===== config.mk =====
export PLATFORM = sky130hd
export DESIGN_NAME = flit_rx_assembler
export DESIGN_NICKNAME = d
export VERILOG_FILES = /design/src/rtl/flit_rx_assembler.sv
export SDC_FILE = /design/constraint.sdc
export NUM_CORES = 1
export LEC_CHECK = 0
export CAP_MARGIN = 20
export CORE_ASPECT_RATIO = 2
export CORE_MARGIN = 2
export CORE_UTILIZATION = 56
export DETAILED_ROUTE_END_ITERATION = 6
export PLACE_DENSITY = 0.91
export SETUP_SLACK_MARGIN = 0.02
export SLEW_MARGIN = 5
export SYNTH_ARGS = -nofsm -noshare
export SYNTH_HDL_FRONTEND = slang
export SYNTH_SLANG_ARGS = --single-unit

===== constraint.sdc =====
create_clock -name clk -period 2.6 [get_ports clk]
set_input_delay 0.39 -clock clk [delete_from_list [all_inputs] [get_ports clk]]
set_output_delay 0.39 -clock clk [all_outputs]
set_load 0.01 [all_outputs]

===== src/rtl/flit_rx_assembler.sv =====
// flit_rx_assembler
// Reassembles UART receive bytes into one flit. A frame is SYNC_BYTE, then
// FLIT_BYTES payload bytes (first byte ends up in the flit MSBs), then one
// checksum byte equal to the XOR of the payload. A good frame is offered on
// a valid/ready interface. Checksum errors, inter-byte timeouts and bytes
// dropped while a flit waits are reported as single-cycle pulses.
//
// Ports:
//   clk             system clock
//   reset           asynchronous, active-low reset
//   rx_data         byte from the UART receiver
//   rx_data_valid   one-cycle strobe qualifying rx_data
//   flit_out        assembled flit, stable while flit_out_valid is high
//   flit_out_valid  flit available, held until accepted
//   flit_out_ready  consumer accepts when valid and ready are both high
//   busy            high while a frame is in progress or a flit is held
//   chk_err         pulse: checksum mismatch
//   timeout_err     pulse: frame abandoned after an inter-byte timeout
//   overrun         pulse: byte dropped while holding an unaccepted flit
//
// state   | meaning
// --------+---------------------------------------------------------------
// IDLE    | hunting for SYNC_BYTE, other bytes discarded
// PAYLOAD | shifting in payload bytes and accumulating the XOR checksum
// CHECK   | waiting for the checksum byte
// HOLD    | flit presented, waiting for the handshake

module flit_rx_assembler #(
    parameter int         FLIT_BYTES     = 4,
    parameter logic [7:0] SYNC_BYTE      = 8'h7E,
    parameter int         TIMEOUT_CYCLES = 100000
) (
    input  logic                    clk,
    input  logic                    reset,
    input  logic [7:0]              rx_data,
    input  logic                    rx_data_valid,
    output logic [8*FLIT_BYTES-1:0] flit_out,
    output logic                    flit_out_valid,
    input  logic                    flit_out_ready,
    output logic                    busy,
    output logic                    chk_err,
    output logic                    timeout_err,
    output logic                    overrun
);

    localparam int W  = 8 * FLIT_BYTES;
    localparam int BW = $clog2(FLIT_BYTES + 1);
    localparam int TW = $clog2(TIMEOUT_CYCLES);

    localparam logic [BW-1:0] LAST_BYTE = BW'(FLIT_BYTES - 1);
    localparam logic [TW-1:0] TMO_LAST  = TW'(TIMEOUT_CYCLES - 1);
    localparam logic [TW-1:0] TMO_MAX   = '1;

    typedef enum logic [1:0] {
        S_IDLE,
        S_PAYLOAD,
        S_CHECK,
        S_HOLD
    } state_t;

    state_t         state;
    logic [W-1:0]   sr;
    logic [BW-1:0]  byte_cnt;
    logic [TW-1:0]  tmo_cnt;
    logic [7:0]     acc;

    wire is_sync = rx_data_valid && (rx_data == SYNC_BYTE);

    always_ff @(posedge clk or negedge reset) begin
        if (!reset) begin
            state          <= S_IDLE;
            sr             <= '0;
            byte_cnt       <= '0;
            tmo_cnt        <= '0;
            acc            <= '0;
            flit_out       <= '0;
            flit_out_valid <= 1'b0;
            busy           <= 1'b0;
            chk_err        <= 1'b0;
            timeout_err    <= 1'b0;
            overrun        <= 1'b0;
        end else begin
            chk_err     <= 1'b0;
            timeout_err <= 1'b0;
            overrun     <= 1'b0;

            case (state)
                S_IDLE: begin
                    if (is_sync) begin
                        state    <= S_PAYLOAD;
                        busy     <= 1'b1;
                        byte_cnt <= '0;
                        acc      <= '0;
                        tmo_cnt  <= '0;
                    end
                end

                S_PAYLOAD, S_CHECK: begin
                    if (rx_data_valid) begin
                        tmo_cnt <= '0;
                        if (state == S_PAYLOAD) begin
                            // Payload is not escaped: a SYNC_BYTE value here is data.
                            sr       <= (sr << 8) | W'(rx_data);
                            acc      <= acc ^ rx_data;
                            byte_cnt <= byte_cnt + BW'(1);
                            if (byte_cnt == LAST_BYTE)
                                state <= S_CHECK;
                        end else if (rx_data == acc) begin
                            state          <= S_HOLD;
                            flit_out       <= sr;
                            flit_out_valid <= 1'b1;
                        end else begin
                            state   <= S_IDLE;
                            busy    <= 1'b0;
                            chk_err <= 1'b1;
                        end
                    end else if (tmo_cnt == TMO_LAST) begin
                        state       <= S_IDLE;
                        busy        <= 1'b0;
                        timeout_err <= 1'b1;
                    end else if (tmo_cnt != TMO_MAX) begin
                        tmo_cnt <= tmo_cnt + TW'(1);
                    end
                end

                S_HOLD: begin
                    if (flit_out_ready) begin
                        // A byte in the handshake cycle follows IDLE rules.
                        flit_out_valid <= 1'b0;
                        if (is_sync) begin
                            state    <= S_PAYLOAD;
                            byte_cnt <= '0;
                            acc      <= '0;
                            tmo_cnt  <= '0;
                        end else begin
                            state <= S_IDLE;
                            busy  <= 1'b0;
                        end
                    end else if (rx_data_valid) begin
                        overrun <= 1'b1;
                    end
                end

                default: begin
                    state <= S_IDLE;
                    busy  <= 1'b0;
                end
            endcase
        end
    end

endmodule


==> key figures <==
Floorplanning
  – Io pins: 49
  – Cell row count: 46
  – Die width: 67.2 um
  – Die height: 130 um
  – Initial core utilization: 57.2%
  – Core ar.: 7830 um2
  – Die area: 8770 um2

Finish
  – Fillers: approximately 570
  – Commonest non-fill, non-tap cells in the layout: 99 x dfrtp_1, 65 x mux2_2, 47 x clkdlybuf4s50_1
  – Multi-input logic area: 1900 um2
  – Share of cells above drive strength 1: 25.4%
  – Commonest non-fill, non-tap cell in the layout: dfrtp_1
  – Ant. Diodes: 0
  – Area Overhead vs Synth: 20.8%
  – Non-filler cells, final: ~520
  – Final nets: 441
  – Register area: 2480 um2

Pwr
  – Seq pwr share: 45.7%
  – Power per cell area: roughly 900 nW/um2
  – Maximum VDD drop: 0.546 mV
  – Comb pwr share: 28.8%
  – Clock power share: 25.5%
  – Sw Share: about a third
  – Sw Pwr: 1.58 mW
  – Lkg Pwr: ~2.4 nW
  – Internal: ~3.4 mW

Logic synthesis
  – #FFs+latches synth: 99
  – Synth Area in Compound Gates: 8.44%
  – Top FF cell, synth: dfrtp_1
  – Ys async rst share: 100%
  – Largest family of logic cells by synthesized area: multiplexers
  – Cells after Synth: 361
  – XOR/XNOR Fraction of Synth Area: 1.37%
  – Synth Cell Area: roughly 4500 um2
  – Sequential fraction of the synthesis area: 55.3%
  – Mapped Nets: 381
  – Distinct cells, synth: 51
  – Ys Warns: 0
  – Post-Synth Simple-Gate Area: a little over an eighth
  – Mux contribution to synthesized area: 16.8%
  – Post-synth EDFFs: 0
  – Mean Syn Cell Area: 12.4 um2
  – Post-Synth Adder-Cell Area: 2.23%

Place
  – RePlAce Congestion: 0.857
  – PortBufs: 48
  – Dpl cells: ~510
  – HPWL Detailed: 6.27 mm

Worst setup path
  – Startpoint Class: register
  – Critical-path maximum fanout: 12
  – CP Data Arrival Time: 2.58 ns
  – Crit end category: register
  – Buf+Inv Stages, Crit Path: 2
  – CP max stage cell: ha_1
  – Critical Path, Cell by Cell: inv_1 -> ha_1 -> nand2_1 -> or2_2 -> nor4_4 -> buf_4 -> mux2_2
  – Crit-path max cell delay: 0.43 ns
  – WS Path Type: register to register
  – Cell family with most CP delay: simple AND/OR/NAND/NOR gates
  – CP required: 2.83 ns

Route
  – Drt pass-1 iters: 4
  – Detail Route Antenna Nets: 0
  – Via/cell ratio: just under 6
  – DR iter-0 viols: 293
  – Average wire per standard cell: 17.1 um
  – DR DRC count: 0
  – Final wirelength: 8.94 mm
  – Via count: around 3000

STA
  – Headroom to the max-slew limit: roughly 57%
  – RSZ-0062 raised after global routing: false
  – Period utilization: between 90% and 100%
  – Layout Skew: 0.00558 ns
  – Pin slew with the least headroom to its limit: 0.651 ns
  – Setup-failing EPs final: 0
  – Fmax: 425 MHz
  – Min Tclk post-route: 2.35 ns
  – Max-slew violation count: 0
  – Hold Violations, Final: 0
  – Fin Setup TNS: 0 ns

CTS
  – Setup bufs post-CTS: 0
  – CTS tree: done
  – Max clock buf depth: 2
  – Clock sinks: 99
  – Post-cts repair resize count: 0
  – Root Buffer: clkbuf_16
  – CTS clk-pin slew, worst paths: roughly 0.07 ns
  – H-tree levels: 3
  – Worst-Skew Late Latency: between 0.3 and 0.4 ns
  – TritonCTS buffer count: 9
  – Hold Buf Count CTS: 0

Global routing
  – Largest net degree at the start of global routing: 55
  – Number of global-route vias before repair: roughly 3100
  – GRT overflow: 0
  – First-pass GRT wire length: roughly 15 mm
  – Initial antenna violation count: 0
  – Global Route Usage Sum: 23.3%

Run status
  – Status: finished, final reports clean

Hold path
  – Hold/Removal Path Class: input port to async pin

Job
  – MaxCap Viol Count: 0
## synth_stat cells (all sizes together), types with 6 or more instances
cell	n	area, um2
nand2b	7	43.8
xnor2	6	52.6
buf	9	67.6
nor2	17	63.8
dfrtp	99	2480
nand2	31	116
or3	7	43.8
o21ai	26	130
mux2	66	743
nand3	6	30.0
ha	8	100
a21oi	10	50.1
nand4	6	37.5
## cells by family (layout without fill, tap and decap cells)
| kind of cell | Yosys count | after routing |
|---|---|---|
| multiplexers | 67 | 67 |
| AO/OA/AOI/OAI | 56 | 56 |
| buffers and inverters | 17 | 82 |
| flip-flops | 99 | 99 |
| AND/OR/NAND/NOR | 107 | 107 |
| adder cells (fa/ha/maj) | 8 | 8 |
| XOR/XNOR | 7 | 7 |
## cell type report
class | count | area share, %
Sequential cell | 99 | 45.8
Tap cell | 96 | 2.22
Inverter | 4 | 0.278
Clock inverter | 7 | 1.11
Multi-Input combinational cell | 245 | 35.2
Timing Repair Buffer | 62 | 11.2
Clock buffer | 9 | 4.16
## metal layers
metal	global-route usage, %	vias up	wire (um)
met5	0	-	0
met4	8.52	0	156
met3	4.54	13	370
met2	36.4	92	4490
met1	32.5	1514	3920
li1	-	1424	-
## per-stage QoR
stage / hold slack [ns] / total power [mW] / cell area, um2 / util (%) / setup WS, ns
5_1_grt: 0.130 / 5.25 / 5410 / 69.1 / 0.120
3_3_place_gp: 0.458 / 3.59 / 5120 / 65.5 / 0.110
6_report: 0.0743 / 4.94 / 5410 / 69.1 / 0.250
4_1_cts: 0.0941 / 4.97 / 5410 / 69.1 / 0.248
2_1_floorplan: 0.0944 / 3.18 / 4480 / - / 0.434
3_5_place_dp: 0.467 / 3.69 / 5120 / 65.5 / 0.0851
## power groups by stage
stage                     Clock (mW)  Combinational [mW]  Sequential, mW
after floorplan                    0               0.979            2.20
after CTS                       1.29                1.43            2.26
final                           1.26                1.42            2.26
after detailed placement           0                1.41            2.28
after global placement             0                1.34            2.25
after global routing            1.36                1.57            2.32
## final timing paths
kind,from,endpoint,slack (ns),cells past startpoint
worst min register to register,byte_cnt[2],byte_cnt[2],0.50,2
worst max-delay path,state[1],flit_out[24],0.25,7
worst max register to register,state[1],flit_out[24],0.25,7
worst min-delay path,reset,flit_out[25],0.07,1
min in group clk,byte_cnt[2],byte_cnt[2],0.50,2
max in group asynchronous,reset,tmo_cnt[9],1.79,2
## registers in the layout, indices dropped and copies added, names as in the netlist
register / cells
acc: 8
busy: 1
byte_cnt: 3
chk_err: 1
flit_out: 32
flit_out_valid: 1
overrun: 1
sr: 32
state: 2
timeout_err: 1
tmo_cnt: 17
## worst register-to-register path, stage by stage, from the launching register on
cell,delay [ns]
dfrtp_1,0.38
inv_1,0.10
ha_1,0.43
nand2_1,0.15
or2_2,0.33
nor4_4,0.22
buf_4,0.27
mux2_2,0.37
No activity file was read; power rests on OpenSTA's default activity.
